<file path="config.mk">
export PLATFORM = sky130hd
export DESIGN_NAME = uart_rx_oversample
export DESIGN_NICKNAME = d
export VERILOG_FILES = /design/src/rtl/uart_rx_oversample_pkg.sv /design/src/rtl/uart_rx_oversample_baud_tick_gen.sv /design/src/rtl/uart_rx_oversample.sv
export SDC_FILE = /design/constraint.sdc
export NUM_CORES = 1
export LEC_CHECK = 0
export ABC_AREA = 1
export BUFFER_PORTS_ARGS = -buffer_cell sky130_fd_sc_hd__buf_4
export CAP_MARGIN = 30
export CORE_MARGIN = 2
export CORE_UTILIZATION = 45
export CTS_BUF_LIST = sky130_fd_sc_hd__clkbuf_2
export DETAILED_ROUTE_END_ITERATION = 10
export HOLD_SLACK_MARGIN = 0.08
export PLACE_DENSITY_LB_ADDON = 0.15
export SETUP_SLACK_MARGIN = 0.4
export SLEW_MARGIN = 20
export SYNTH_ARGS = -nofsm -noshare
export SYNTH_HDL_FRONTEND = slang
export SYNTH_HIERARCHICAL = 1
export SYNTH_SLANG_ARGS = --single-unit
export TNS_END_PERCENT = 100
</file>
<file path="constraint.sdc">
create_clock -name CLK -period 1.7 [get_ports CLK]
set_input_delay 0.34 -clock CLK [delete_from_list [all_inputs] [get_ports CLK]]
set_output_delay 0.34 -clock CLK [all_outputs]
set_load 0.05 [all_outputs]
</file>
<file path="src/rtl/uart_rx_oversample_pkg.sv">
// Shared UART definitions: receiver state encoding, default line parameters and
// small elaboration-time helpers used by the receiver and the tick generator.
package uart_rx_oversample_pkg;

    localparam int unsigned DEF_CLK_FREQ  = 50_000_000;
    localparam int unsigned DEF_BAUD      = 9600;
    localparam int unsigned DEF_OVERSAMPLE = 16;
    localparam int unsigned DEF_DATA_BITS = 8;

    typedef enum logic [2:0] {
        ST_IDLE     = 3'd0,
        ST_START    = 3'd1,
        ST_DATA     = 3'd2,
        ST_PARITY   = 3'd3,
        ST_STOP     = 3'd4,
        ST_BRK_WAIT = 3'd5
    } rx_state_e;

    // Per-frame completion strobes, registered together so they stay aligned.
    typedef struct packed {
        logic valid;
        logic frame_err;
        logic parity_err;
    } rx_strobe_t;

    function automatic int unsigned tick_div(input int unsigned clk_freq,
                                             input int unsigned baud,
                                             input int unsigned oversample);
        return clk_freq / (baud * oversample);
    endfunction

    function automatic int unsigned cnt_width(input int unsigned n);
        return (n <= 1) ? 1 : $clog2(n);
    endfunction

endpackage

</file>
<file path="src/rtl/uart_rx_oversample_baud_tick_gen.sv">
// Free-running divider producing a one-clock TICK every CLK_FREQ/(BAUD*OVERSAMPLE)
// clocks; shared by the RX path and (with OVERSAMPLE=1) the TX path.
module uart_rx_oversample_baud_tick_gen
    import uart_rx_oversample_pkg::*;
#(
    parameter int unsigned CLK_FREQ   = DEF_CLK_FREQ,
    parameter int unsigned BAUD       = DEF_BAUD,
    parameter int unsigned OVERSAMPLE = DEF_OVERSAMPLE
) (
    input  logic CLK,
    input  logic RST,
    output logic TICK
);

    localparam int unsigned DIV   = tick_div(CLK_FREQ, BAUD, OVERSAMPLE);
    localparam int unsigned CNT_W = cnt_width(DIV);

    logic [CNT_W-1:0] cnt_q, cnt_d;
    logic             tick_q;

    always_comb begin
        cnt_d = cnt_q + CNT_W'(1);
        if (cnt_q == CNT_W'(DIV - 1)) begin
            cnt_d = '0;
        end
    end

    // TICK is registered but still aligned with the cycle where the counter sits at DIV-1.
    always_ff @(posedge CLK) begin
        if (RST) begin
            cnt_q  <= '0;
            tick_q <= 1'b0;
        end else begin
            cnt_q  <= cnt_d;
            tick_q <= (cnt_d == CNT_W'(DIV - 1));
        end
    end

    assign TICK = tick_q;

endmodule

</file>
<file path="src/rtl/uart_rx_oversample.sv">
// UART receiver: 2-FF synchroniser, oversampled centre-sampling FSM, and registered
// data/strobe outputs for the byte consumer.
module uart_rx_oversample
    import uart_rx_oversample_pkg::*;
#(
    parameter int unsigned CLK_FREQ   = DEF_CLK_FREQ,
    parameter int unsigned BAUD       = DEF_BAUD,
    parameter int unsigned OVERSAMPLE = DEF_OVERSAMPLE,
    parameter int unsigned DATA_BITS  = DEF_DATA_BITS,
    parameter bit          PARITY_EN  = 1'b0,
    parameter bit          PARITY_ODD = 1'b0
) (
    input  logic                 CLK,
    input  logic                 RST,
    input  logic                 RX,
    output logic [DATA_BITS-1:0] DATA,
    output logic                 VALID,
    output logic                 FRAME_ERR,
    output logic                 PARITY_ERR,
    output logic                 BUSY
);

    localparam int unsigned SCNT_W   = cnt_width(OVERSAMPLE);
    localparam int unsigned IDX_W    = cnt_width(DATA_BITS);
    localparam int unsigned HALF_CNT = OVERSAMPLE / 2 - 1;
    localparam int unsigned LAST_CNT = OVERSAMPLE - 1;

    logic                 rx_meta_q;
    logic                 rx_s_q;
    logic                 tick;
    rx_state_e            state_q, state_d;
    logic [SCNT_W-1:0]    scnt_q, scnt_d;
    logic [IDX_W-1:0]     idx_q, idx_d;
    logic [DATA_BITS-1:0] shift_q, shift_d;
    logic                 par_bit_q, par_bit_d;
    logic [DATA_BITS-1:0] data_q, data_d;
    rx_strobe_t           strobe_q, strobe_d;
    logic                 busy_q, busy_d;
    logic                 half_end_c;
    logic                 bit_end_c;
    logic                 par_mismatch_c;

    uart_rx_oversample_baud_tick_gen #(
        .CLK_FREQ   (CLK_FREQ),
        .BAUD       (BAUD),
        .OVERSAMPLE (OVERSAMPLE)
    ) u_tick (
        .CLK  (CLK),
        .RST  (RST),
        .TICK (tick)
    );

    // Synchroniser resets to the idle line level so reset never looks like a start edge.
    always_ff @(posedge CLK) begin
        if (RST) begin
            rx_meta_q <= 1'b1;
            rx_s_q    <= 1'b1;
        end else begin
            rx_meta_q <= RX;
            rx_s_q    <= rx_meta_q;
        end
    end

    assign half_end_c     = tick && (scnt_q == SCNT_W'(HALF_CNT));
    assign bit_end_c      = tick && (scnt_q == SCNT_W'(LAST_CNT));
    assign par_mismatch_c = PARITY_EN && (par_bit_q != (^shift_q ^ PARITY_ODD));

    always_ff @(posedge CLK) begin
        if (RST) begin
            state_q <= ST_IDLE;
        end else begin
            state_q <= state_d;
        end
    end

    always_comb begin
        state_d = state_q;
        case (state_q)
            ST_IDLE: begin
                if (!rx_s_q) begin
                    state_d = ST_START;
                end
            end
            ST_START: begin
                if (half_end_c) begin
                    state_d = rx_s_q ? ST_IDLE : ST_DATA;
                end
            end
            ST_DATA: begin
                if (bit_end_c && (idx_q == IDX_W'(DATA_BITS - 1))) begin
                    state_d = PARITY_EN ? ST_PARITY : ST_STOP;
                end
            end
            ST_PARITY: begin
                if (bit_end_c) begin
                    state_d = ST_STOP;
                end
            end
            ST_STOP: begin
                if (bit_end_c) begin
                    state_d = rx_s_q ? ST_IDLE : ST_BRK_WAIT;
                end
            end
            ST_BRK_WAIT: begin
                if (rx_s_q) begin
                    state_d = ST_IDLE;
                end
            end
            default: state_d = ST_IDLE;
        endcase
    end

    // Datapath and output next-values; scnt keeps the tick phase, so sampling drifts by at most one tick.
    always_comb begin
        scnt_d    = scnt_q;
        idx_d     = idx_q;
        shift_d   = shift_q;
        par_bit_d = par_bit_q;
        data_d    = data_q;
        strobe_d  = '0;
        busy_d    = (state_d != ST_IDLE);

        if (state_d != state_q) begin
            scnt_d = '0;
        end else if (bit_end_c) begin
            scnt_d = '0;
        end else if (tick && (state_q != ST_IDLE) && (state_q != ST_BRK_WAIT)) begin
            scnt_d = scnt_q + SCNT_W'(1);
        end

        case (state_q)
            ST_START: begin
                if (half_end_c && !rx_s_q) begin
                    idx_d = '0;
                end
            end
            ST_DATA: begin
                if (bit_end_c) begin
                    shift_d = {rx_s_q, shift_q[DATA_BITS-1:1]};
                    idx_d   = idx_q + IDX_W'(1);
                end
            end
            ST_PARITY: begin
                if (bit_end_c) begin
                    par_bit_d = rx_s_q;
                end
            end
            ST_STOP: begin
                if (bit_end_c) begin
                    if (rx_s_q) begin
                        data_d              = shift_q;
                        strobe_d.valid      = 1'b1;
                        strobe_d.parity_err = par_mismatch_c;
                    end else begin
                        strobe_d.frame_err  = 1'b1;
                    end
                end
            end
            default: ;
        endcase
    end

    always_ff @(posedge CLK) begin
        if (RST) begin
            scnt_q    <= '0;
            idx_q     <= '0;
            shift_q   <= '0;
            par_bit_q <= 1'b0;
            data_q    <= '0;
            strobe_q  <= '0;
            busy_q    <= 1'b0;
        end else begin
            scnt_q    <= scnt_d;
            idx_q     <= idx_d;
            shift_q   <= shift_d;
            par_bit_q <= par_bit_d;
            data_q    <= data_d;
            strobe_q  <= strobe_d;
            busy_q    <= busy_d;
        end
    end

    assign DATA       = data_q;
    assign VALID      = strobe_q.valid;
    assign FRAME_ERR  = strobe_q.frame_err;
    assign PARITY_ERR = strobe_q.parity_err;
    assign BUSY       = busy_q;

endmodule

</file>
== Yosys cells after proc, flatten, opt, wreduce, memory -nomap -nowiden ==
Cells that the tools add are included.

* Add/sub/neg operators: 3
* Multipliers: 0
* Div/mod/pow operators: 0
* $lt $le $gt $ge: 0
* Equality and inequality tests: 14
* Shift operators: 0
* Muxes and demuxes: 15
* Bitwise operators: 2
* Reductions and logical operators: 17

{| class="wikitable"
|+ Operators with widths
! cell !! number
|-
| $mux 3 || 9
|-
| $eq 9x9->1 const B || 2
|-
| $pmux 3 s6 || 1
|-
| $add 9x1->9 const B || 1
|-
| $eq 3x3->1 const B || 3
|-
| $mux 9 || 1
|-
| $eq 3x2->1 const B || 2
|-
| $logic_and 1x1->1 || 6
|-
| $pmux 3 s2 || 1
|-
| $reduce_and 3->1 || 2
|-
| $reduce_bool 3->1 || 2
|-
| $reduce_or 3->1 || 2
|-
| $add 4x1->4 const B || 1
|-
| $eq 4x3->1 const B || 1
|-
| $eq 4x4->1 const B || 1
|-
| $ne 2x2->1 const B || 2
|-
| $add 3x1->3 const B || 1
|-
| $eq 3x1->1 const B || 1
|-
| $logic_not 3->1 || 1
|-
| $ne 3x3->1 || 1
|-
| $ne 3x3->1 const B || 1
|-
| $mux 1 || 2
|-
| $mux 2 || 1
|-
| $not 1->1 || 2
|-
| 4 further kinds || 4
|}

* Flip-flop bits (word level): 42
* Latch bits: 0
* Bits in writable memories: 0
* Memory bits (read-only): 0
* Input bits: 3
* Output and inout bits: 12
* Logic and storage cells: 64
* Memories kept: 0

== Logic depth before layout (Yosys ltp) ==
Gate-level depths: netlist (run 1).

* Depth after elaboration: 7
* Depth in mapped cells: 10
* Mapped depth without buffers: 10

== By module ==
The synthesis (run 1) kept the hierarchy.

{| class="wikitable"
|+ By module, submodules not included
! module !! times used !! cells an instance !! area an instance (um^2) !! sequential area each (um^2)
|-
| uart_rx_oversample || 1 || 184 || 1460.2 || 620.6
|-
| uart_rx_oversample_baud_tick_gen || 1 || 83 || 549.3 || 200.2
|}

== Least setup slack after synthesis (run 1) ==
No wires, ideal clock.

* Kind: reg-to-reg
* Start point: register scnt_q[0]
* End point: register data_q[0] (netlist: DATA[0])
* Setup time: 0.114 ns
* Data arrival time: 1.247 ns
* Data required time: 1.586 ns
* Path slack: 0.339 ns
* Cell stages (with the launch flop): 9
* Path buffers: 0
* Clock period less this slack: 1.361 ns
* Path through: dfxtp_1 -> ha_1 -> nand2_2 -> nor2_8 -> nand2_4 -> nor2_8 -> inv_4 -> nor2_2 -> nor2_1

* Word-level cells in the longest chain between the ends: 3

{| class="wikitable"
|+ Ends and longest elaborated chain
! item !! RTL line !! source
|-
| start, declared || uart_rx_oversample.sv:32 || <nowiki>logic [SCNT_W-1:0] scnt_q, scnt_d;</nowiki>
|-
| start signal, assigned || uart_rx_oversample.sv:173 || <nowiki>scnt_q <= scnt_d;</nowiki>
|-
| $eq 4x4->1 || uart_rx_oversample.sv:65 || <nowiki>assign bit_end_c = tick && (scnt_q == SCNT_W'(LAST_CNT));</nowiki>
|-
| $logic_and 1x1->1 || uart_rx_oversample.sv:65 ||
|-
| $reduce_and 3->1 (no source line) || - ||
|-
| end signal, assigned || uart_rx_oversample.sv:177 || <nowiki>data_q <= data_d;</nowiki>
|-
| end, declared || uart_rx_oversample.sv:36 || <nowiki>logic [DATA_BITS-1:0] data_q, data_d;</nowiki>
|}

No other way between the ends.
A chain may end at the register's enable or synchronous reset.

== Final worst setup path (run 1) ==
* Start point: register scnt_q[1]
* End point: register shift_q[7]

* Word-level cells in the longest chain between the ends: 3

{| class="wikitable"
|+ Ends and longest elaborated chain
! item !! RTL line !! source
|-
| $eq 4x4->1 || uart_rx_oversample.sv:65 ||
|-
| $logic_and 1x1->1 || uart_rx_oversample.sv:65 ||
|-
| $reduce_and 2->1 (no source line) || - ||
|-
| end signal, assigned || uart_rx_oversample.sv:175 || <nowiki>shift_q <= shift_d;</nowiki>
|-
| end, declared || uart_rx_oversample.sv:34 || <nowiki>logic [DATA_BITS-1:0] shift_q, shift_d;</nowiki>
|}

No other way between the ends.

==> run metrics, run 1 <==
status=finished clean; Synth-to-Final Area Change=21.92%; global routing usage on met2=0.2648; Cells after Synth=267; Synth Area per Inst=7.526 sq um; Via density=about 4.9; # port buffers=13; Num CTS Buffers=5; FMAX=a little over 700 MHz; Leakage=approximately 1.1 nW; Ys Warns=6; Initial Util=0.4647; die area=0.005016 sq mm; crit end category=flip-flop; Final HPWL DP=~2700 microns; Clk pin slew, worst setup/hold paths=~200 ps; Post-synth EDFFs=0; Setup Viol. Count Final=0; cell taking the most area after synthesis=dfxtp_1; Total Nets Final=approximately 300; die height=approximately 70 microns; GRT Overall Usage=0.1741; Arr. time, crit path=approximately 1700 ps; H-tree levels=2; Post-Route Setup TNS=0 ps; # DRC=0; first-pass GRT wire length=approximately 7000 microns; DRT iter0 DRCs=between 60 and 70; Max Transition Viols Final=0; Final Cycle Share=0.8310; drt first pass iters=4; largest cells by area after synthesis=dfxtp_1, nand2_1, nor2_1; Die Width=about 71 microns; Crit Path Category=reg2reg; largest net degree at the start of global routing=20; n_diodes=0; Setup crit start kind=flip-flop; M1 GR Usage=0.2358; FILL cells=approximately 430; IO Count=15; Post-Place Setup Slack=about 230 ps; required time worst endpoint=a little over 2000 ps; gpl congestion=~0.86; Synthesized Nets=275; Final Hold Viols=0; HP Class=in2reg; Via Count=approximately 1700; Clock Latency Late Sink=approximately 400 ps; VDD IR max=between 0.4 and 0.5 mV; grt ovf=0; Distinct cells, synth=30; setup ws final=287.4 ps; most common cell in the synthesized netlist=nand2_1; top cell type's share of synthesized area=0.4085; final wirelength=~4000 microns; most used flip-flop cell after synthesis=dfxtp_1; GRT Max-Usage Layer=met2; clock buffer depth=2; RSZ-0062 raised after global routing=yes; register area share after synthesis=0.4085; number of cell rows=24; max-cap viol count=0; initial antenna violation count=0; Fin Clk Skew=roughly 21 ps; fraction of layout cells with a size suffix above 1=0.3673; vias in the first global route=1604; Core ar.=0.004324 sq mm; ys async rst share=0; Synth Cell Area=0.002009 sq mm; fin crit period=approximately 1400 ps; Post-CTS Hold Fix Bufs=0; Power Dens Cells=614.0 mW/mm^2; TritonCTS clock tree=built; Clock Sinks=41; synth cell count leaders=nand2_1, nor2_1, dfxtp_1, inv_1; CTS root buf=clkbuf_2; Seq cells post-synth=41; GR Layer Usage met3=0.03419; WL per Instance=roughly 12 microns; worst-path maximum fanout=12; DRT antenna net count=0
[cell type report]
| cell class | count | area [sq um] | share of cell area |
|---|---|---|---|
| flip-flops and latches | 41 | 850.8 | 0.3473 |
| multi-input cells | 189 | 1117 | 0.4561 |
| clock inverters | 3 | 12.51 | 0.005107 |
| repair buffers | 24 | 244.0 | 0.09959 |
| inverters | 31 | 126.4 | 0.05158 |
| clock buffers | 5 | 25.02 | 0.01021 |
| repair inverters | 1 | 8.758 | 0.003575 |
| well taps | 52 | 65.06 | 0.02656 |
[path summary, 6_finish.rpt]
check	start	to	slack [ps]	cells past startpoint
setup / recovery	scnt_q[1]	shift_q[7]	290	8
hold / removal	RX	rx_meta_q	110	2
setup reg to reg	scnt_q[1]	shift_q[7]	290	8
hold reg to reg	rx_meta_q	rx_s_q	440	1
[layer usage]
metal  part of all wire  routed length [microns]  vias up
met5                  0                        0        -
met4              0.028                      110        0
met3              0.022                       89       12
met2               0.45                     1802       16
met1               0.50                     1978      774
li1                   -                        -      893
[sequential cells by signal, summed over array words and instances, names as in the netlist]
signal	cells
u_tick/cnt_q	9
VALID	1
rx_meta_q	1
FRAME_ERR	1
BUSY	1
state_q	3
idx_q	3
rx_s_q	1
shift_q	8
u_tick/TICK	1
scnt_q	4
DATA	8
[logic make-up after synthesis]
kind of cell | count (synthesis) | share of synthesized area
simple gates | 156 | 0.4072
flops | 41 | 0.4085
buf+inv | 37 | 0.07908
compound gates | 25 | 0.06352
fa+ha+maj | 5 | 0.03113
xor+xnor | 2 | 0.008719
other cells | 1 | 0.001866
[metrics by stage]
step	utilization	instance area (sq um)	hold slack (ps)	power [mW]	instances
4_1_cts	0.5431	2349	88.92	1.510	342
6_report	0.5666	2450	109.8	1.504	346
5_1_grt	0.5666	2450	87.31	1.571	346
2_1_floorplan	-	2029	389.5	1.076	267
3_5_place_dp	0.4994	2160	396.4	1.097	327
3_3_place_gp	0.4994	2160	394.2	1.095	327
[where the power goes]
part | internal (mW) | switching [mW] | total, mW
Clock | 0.0901 | 0.316 | 0.406
Combinational | 0.0413 | 0.0686 | 0.110
Sequential | 0.972 | 0.0159 | 0.988
Total | 1.10 | 0.401 | 1.50
[worst max-delay path, cell delays in order (launching register included)]
cell and delay, ps:
dfxtp_2 400, ha_4 160, nand2_4 70, nor2_8 160
buf_4 160, nand2_8 100, inv_8 90, nor2_1 40
a211oi_1 150
[layout by cell type, fill, tap and decap left out, types with 2 or more instances in the layout]
cell      instances
a21oi_1           4
buf_4            12
buf_6             7
buf_8             5
clkbuf_2          5
clkinv_1          2
dfxtp_1          23
dfxtp_2          15
dfxtp_4           3
ha_1              2
ha_4              3
inv_1            21
inv_2             8
nand2_1          48
nand2_2           9
nand2_4           5
nand3_1          16
nand3_2           2
nand4_1           5
nor2_1           41
nor2_2           12
nor2_4            5
nor2_8            2
nor3_1            2
nor3_2            4
o21ai_0           4
o21ai_1          14
o21ai_2           2
or2_2             2
xnor2_1           2
[what timing repair did]
| action | CTS | global route |
|---|---|---|
| setup endpoints to repair | 38 | 39 |
| buffers inserted | 7 | 3 |
| cloned | 0 | 1 |
| resized for setup | 32 | 24 |
| pin swaps | 7 | 10 |
Note: power is estimated with default switching activity, not from simulation.
==> run 2: changes to the inputs <==
--- a/config.mk
+++ b/config.mk
@@ -5,7 +5,7 @@
 export SDC_FILE = /design/constraint.sdc
 export NUM_CORES = 1
 export LEC_CHECK = 0
-export ABC_AREA = 1
+export ABC_AREA = 0
 export BUFFER_PORTS_ARGS = -buffer_cell sky130_fd_sc_hd__buf_4
 export CAP_MARGIN = 30
 export CORE_MARGIN = 2
==> constraint.sdc (replaced) <==
create_clock -name CLK -period 1.2 [get_ports CLK]
set_input_delay 0.24 -clock CLK [delete_from_list [all_inputs] [get_ports CLK]]
set_output_delay 0.24 -clock CLK [all_outputs]
set_load 0.05 [all_outputs]
==> run 2 against run 1 <==
  * The flow now finishes with violations (negative setup slack)
  * Combinational power grew 120%
  * Via count shrank 2.5%
  * Worst setup slack lost 740 ps
  * Critical endpoint is now u_tick/TICK
  * Largest power group unchanged
  * Highest routed layer unchanged
==> run metrics, run 2 <==
Fin Clk Skew=23.05 ps; Synth Area per Inst=just under 9 sq um; grt ovf=0; leading cell type in the layout, fill and taps excluded=buf_4; Distinct cells, synth=41; # DRC=0; Final HPWL DP=slightly below 3000 microns; largest net degree at the start of global routing=22; Arr. time, crit path=1980 ps; most common cell in the synthesized netlist=dfxtp_1; switch share=0.2761; Clk pin slew, worst setup/hold paths=roughly 210 ps; Via density=~5.4; Final Hold Viols=0; fin crit period=1658 ps; cell taking the most area after synthesis=dfxtp_1; vias in the first global route=approximately 1700; internal power=approximately 1.6 mW; Post-synth EDFFs=0; Setup Viol. Count Final=37; Hold Slack=roughly 93 ps; DRT antenna net count=0; WL per Instance=~16 microns; # port buffers=13; Seq cells post-synth=41; TritonCTS clock tree=built; synth cell count leaders=dfxtp_1, nor2_1, nand2_1, a21oi_1, nand3_1; GRT Overall Usage=0.2277; Flop pwr share=0.624; Synth Cell Area=0.001820 sq mm; most used flip-flop cell after synthesis=dfxtp_1; Clock Sinks=just over 40; Total Nets Final=between 200 and 300; Via Count=roughly 1700; drt first pass iters=4; Reg with most FFs=u_tick/cnt_q; DRT iter0 DRCs=between 150 and 200; max FFs per register=9; H-tree levels=2; initial antenna violation count=0; Crit Path Category=reg2reg; first-pass GRT wire length=7672 microns; Sw Pwr=just over 600 uW; max-cap viol count=0; gpl congestion=0.8808; RSZ-0062 raised after global routing=yes; Core ar.=just under 0.004 sq mm; fraction of layout cells with a size suffix above 1=0.5681; CTS root buf=clkbuf_2; FMAX=603.3 MHz; status=finished with violations; top cell type's share of synthesized area=0.4509; Final Cycle Share=1.381; Cells after Synth=~210; ys async rst share=0; number of cell rows=23; die area=0.004570 sq mm; largest cells by area after synthesis=dfxtp_1, mux2i_1, a21oi_1; Leakage=1.206 nW; Synthesized Nets=between 200 and 250; n_diodes=0; IO Count=15; Max Transition Viols Final=0; Post-Place Setup Slack=-466.5 ps; Num CTS Buffers=5; Die Width=67.61 microns; VDD IR max=0.5024 mV; Post-Route Setup TNS=-8137 ps; Setup crit start kind=flip-flop; register area share after synthesis=0.4509; most frequent cells in the layout=buf_4, dfxtp_1, dfxtp_2, nor2_1, a21oi_2; worst-path maximum fanout=3; Clock Latency Late Sink=~400 ps; FILL cells=270; HP Class=in2reg; Power Dens Cells=~790 mW/mm^2; setup ws final=-457.6 ps; final wirelength=about 4800 microns; die height=~68 microns; Ys Warns=6; clock buffer depth=2; Initial Util=0.4618; crit end category=flip-flop; failing checks=negative setup slack; Final Power=between 2 and 2.5 mW; Logic pwr share=0.107; Synth-to-Final Area Change=55.67%; required time worst endpoint=between 1500 and 2000 ps; Clk pwr share=0.269
==> run 2: routing by layer <==
metal	GRT usage	share of wire	wire, microns
met5	0	0	0
met4	0.08929	0.0095	46
met3	0.05333	0.041	198
met2	0.3934	0.53	2533
met1	0.2705	0.42	2039
==> run 2: kinds of logic after synthesis <==
family,share of synthesized area
other,0.002060
and+or+nand+nor,0.2316
xor gates and xnor gates,0.04811
AOI/OAI and AO/OA,0.1230
adders and majority gates,0.03436
muxes,0.05499
buffers and inverters,0.05498
DFF,0.4509
==> run 2: what timing repair did <==
item                                    CTS  global route
resized for setup                        67            38
endpoints found under the setup margin   50            50
pin swaps                                26            14
setup buffers                             8             1
endpoints found under the hold margin     4             3
gates cloned                              2             0
hold buffers                              1             1
==> run 2: critical path, cell delays in order (launching register included) <==
cell       delay (ps)
dfxtp_4           420
inv_2              50
ha_4              140
and4bb_1          210
a2111oi_2         290
nand3_1           150
nor4bb_2          310
==> run 2: area by class of cell <==
cell class / instances / area [sq um] / area share
multi-input cells: 146 / 1264 / 0.4459
flip-flops and latches: 41 / 864.6 / 0.3051
repair buffers: 56 / 575.6 / 0.2031
well taps: 50 / 62.56 / 0.02208
clock buffers: 5 / 25.02 / 0.008830
inverters: 6 / 25.02 / 0.008830
clock inverters: 3 / 17.52 / 0.006181
==> run 2: stage by stage <==
stage,cells,util,area [sq um]
6_report,307,0.7188,2834
5_1_grt,307,0.7188,2834
4_1_cts,305,0.6741,2658
3_5_place_dp,286,0.5738,2262
3_3_place_gp,286,0.5738,2262
2_1_floorplan,205,-,1981
==> run 2: path summary, 6_finish.rpt <==
kind	slack (ps)	startpoint	endpoint	cells after the start
setup reg to reg	-460	u_tick/cnt_q[1]	u_tick/TICK	6
hold reg to reg	480	rx_meta_q	rx_s_q	1
setup / recovery	-460	u_tick/cnt_q[1]	u_tick/TICK	6
hold / removal	90	RST	state_q[2]	2
==> run 2: power by group through the flow <==
stage	combinational (mW)	sequential [mW]	clock, mW
global route	0.255	1.40	0.687
floorplan	0.110	1.43	0
detailed placement	0.158	1.43	0
global placement	0.153	1.43	0
CTS	0.204	1.40	0.623
finish	0.239	1.40	0.604
==> run 3: changes to the inputs <==
--- a/config.mk
+++ b/config.mk
@@ -11,6 +11,7 @@
 export CORE_MARGIN = 2
 export CORE_UTILIZATION = 45
 export CTS_BUF_LIST = sky130_fd_sc_hd__clkbuf_2
+export CTS_CLUSTER_DIAMETER = 120
 export DETAILED_ROUTE_END_ITERATION = 10
 export HOLD_SLACK_MARGIN = 0.08
 export PLACE_DENSITY_LB_ADDON = 0.15
==> constraint.sdc (replaced) <==
create_clock -name CLK -period 1.75 [get_ports CLK]
set_input_delay 0.35 -clock CLK [delete_from_list [all_inputs] [get_ports CLK]]
set_output_delay 0.35 -clock CLK [all_outputs]
set_load 0.05 [all_outputs]
==> run 3 against run 2 <==
  * The run now ends clean
  * First-iteration DRC count decreased by 36%
  * Critical endpoint unchanged
  * Global-route usage decreased by 5.8 points
  * Clock skew decreased by 1.2 ps
  * Sequential cell count unchanged
  * Fmax increased by 0.31%
  * Worst setup slack improved by 560 ps
==> run metrics, run 3 (synthesis results as in run 2) <==
final wirelength=approximately 3700 microns; Worst Path Buf+Inv=1; Final Hold Viols=0; initial antenna violation count=0; grt ovf=0; Clock Latency Late Sink=roughly 400 ps; clock buffer depth=2; Clk pin slew, worst setup/hold paths=about 200 ps; DRT iter0 DRCs=110; Crit Path Category=reg2reg; Final Cycle Share=0.9443; reg2reg setup slack=between 90 and 100 ps; DRT antenna net count=0; status=finished clean; max FFs per register=9; n_diodes=0; Reg with most FFs=u_tick/cnt_q; finished layout cell area=0.002232 sq mm; Arr. time, crit path=just under 2000 ps; Top delay family on crit path=flip-flops; Worst path slowest cell=dfxtp_4; gpl congestion=approximately 0.85; Via density=about 5.4; Leakage=slightly below 0.9 nW; TritonCTS clock tree=built; max incr delay on CP=approximately 400 ps; Num CTS Buffers=5; final cell count without fillers=about 280; vias in the first global route=1278; Max Transition Viols Final=0; # DRC=0; Core ar.=about 0.0039 sq mm; Power Dens Cells=733.1 mW/mm^2; required time worst endpoint=2050 ps; Clock Sinks=41; setup ws final=just under 100 ps; worst-path maximum fanout=6; fin crit period=1653 ps; Total Nets Final=approximately 230; Final HPWL DP=approximately 2300 microns; HP Class=in2reg; H-tree levels=2; leading cell type in the layout, fill and taps excluded=dfxtp_1; Post-Route Setup TNS=0 ps; IO Count=15; largest net degree at the start of global routing=32; placed cell count=around 260; die area=0.004570 sq mm; fraction of layout cells with a size suffix above 1=0.3097; first-pass GRT wire length=about 5800 microns; number of cell rows=23; critical path cell sequence=buf_6, ha_4, xnor2_4, a2111oi_4, nand3_1, nor4bb_1; FILL cells=~360; die height=between 60 and 70 microns; VDD IR max=0.3353 mV; crit end category=flip-flop; GRT Overall Usage=0.1696; FMAX=around 600 MHz; drt first pass iters=4; Setup Viol. Count Final=0; Synth-to-Final Area Change=22.61%; RSZ-0062 raised after global routing=yes; CTS root buf=clkbuf_2; Fin Clk Skew=21.80 ps; sequential cell area=around 850 sq um; Via Count=1502; WL per Instance=13.55 microns; placed inst area=slightly below 0.002 sq mm; Die Width=between 60 and 70 microns; Final Power=around 1.6 mW; Post-Place Setup Slack=around 80 ps; Setup crit start kind=flip-flop; most frequent cells in the layout=dfxtp_1, nor2_1, nand2_1, a21oi_1, buf_4; # port buffers=13; footprint of the multi-input gates=997.2 sq um; max-cap viol count=0; Initial Util=0.4618
## run 3: changes by cell type in the layout (fill, tap and decap cells not counted), sizes merged
cell,before,now
dlygate4sd3,2,0
clkinv,3,1
buf,54,26
nand3,13,12
clkbuf,5,6
bufinv,0,1
## run 3: layer usage
| metal | vias up | track usage | share of wire |
|---|---|---|---|
| li1 | 749 | - | - |
| met1 | 716 | 0.2119 | 0.45 |
| met2 | 32 | 0.2794 | 0.49 |
| met3 | 5 | 0.04000 | 0.039 |
| met4 | 0 | 0.06888 | 0.011 |
| met5 | - | 0 | 0 |
## run 3: final cells by class
cell class,instances,share of cell area
inverter,6,0.01121
tap,50,0.02803
clock buffer,6,0.01345
multi-input combinational,145,0.4467
clock inverter,2,0.01513
timing repair buffer,26,0.1043
sequential,41,0.3812
## run 3: through the flow
step | hold slack [ps] | utilization
detailed placement | 400.1 | 0.4998
CTS | 118.2 | 0.5411
finish | 138.2 | 0.5662
global route | 95.51 | 0.5662
floorplan | 389.5 | -
global placement | 396.2 | 0.4998
## run 3: worst paths after layout
| path | start | depth (start not counted) | endpoint |
|---|---|---|---|
| max | u_tick/cnt_q[0] | 6 | u_tick/TICK |
| min reg2reg | rx_meta_q | 1 | rx_s_q |
| min | RX | 2 | rx_meta_q |
| max reg2reg | u_tick/cnt_q[0] | 6 | u_tick/TICK |
## run 3: power breakdown
group          internal (mW)  leakage [nW]  switching, mW
combinational         0.0618         0.499         0.0688
sequential             0.944         0.339         0.0188
clock                  0.244        0.0406          0.299
## run 3: what timing repair did
action,4_1_cts,5_1_grt
setup endpoints to repair,35,44
pin swaps,5,6
resized for setup,21,25
setup buffers,5,4
hold buffers,0,0
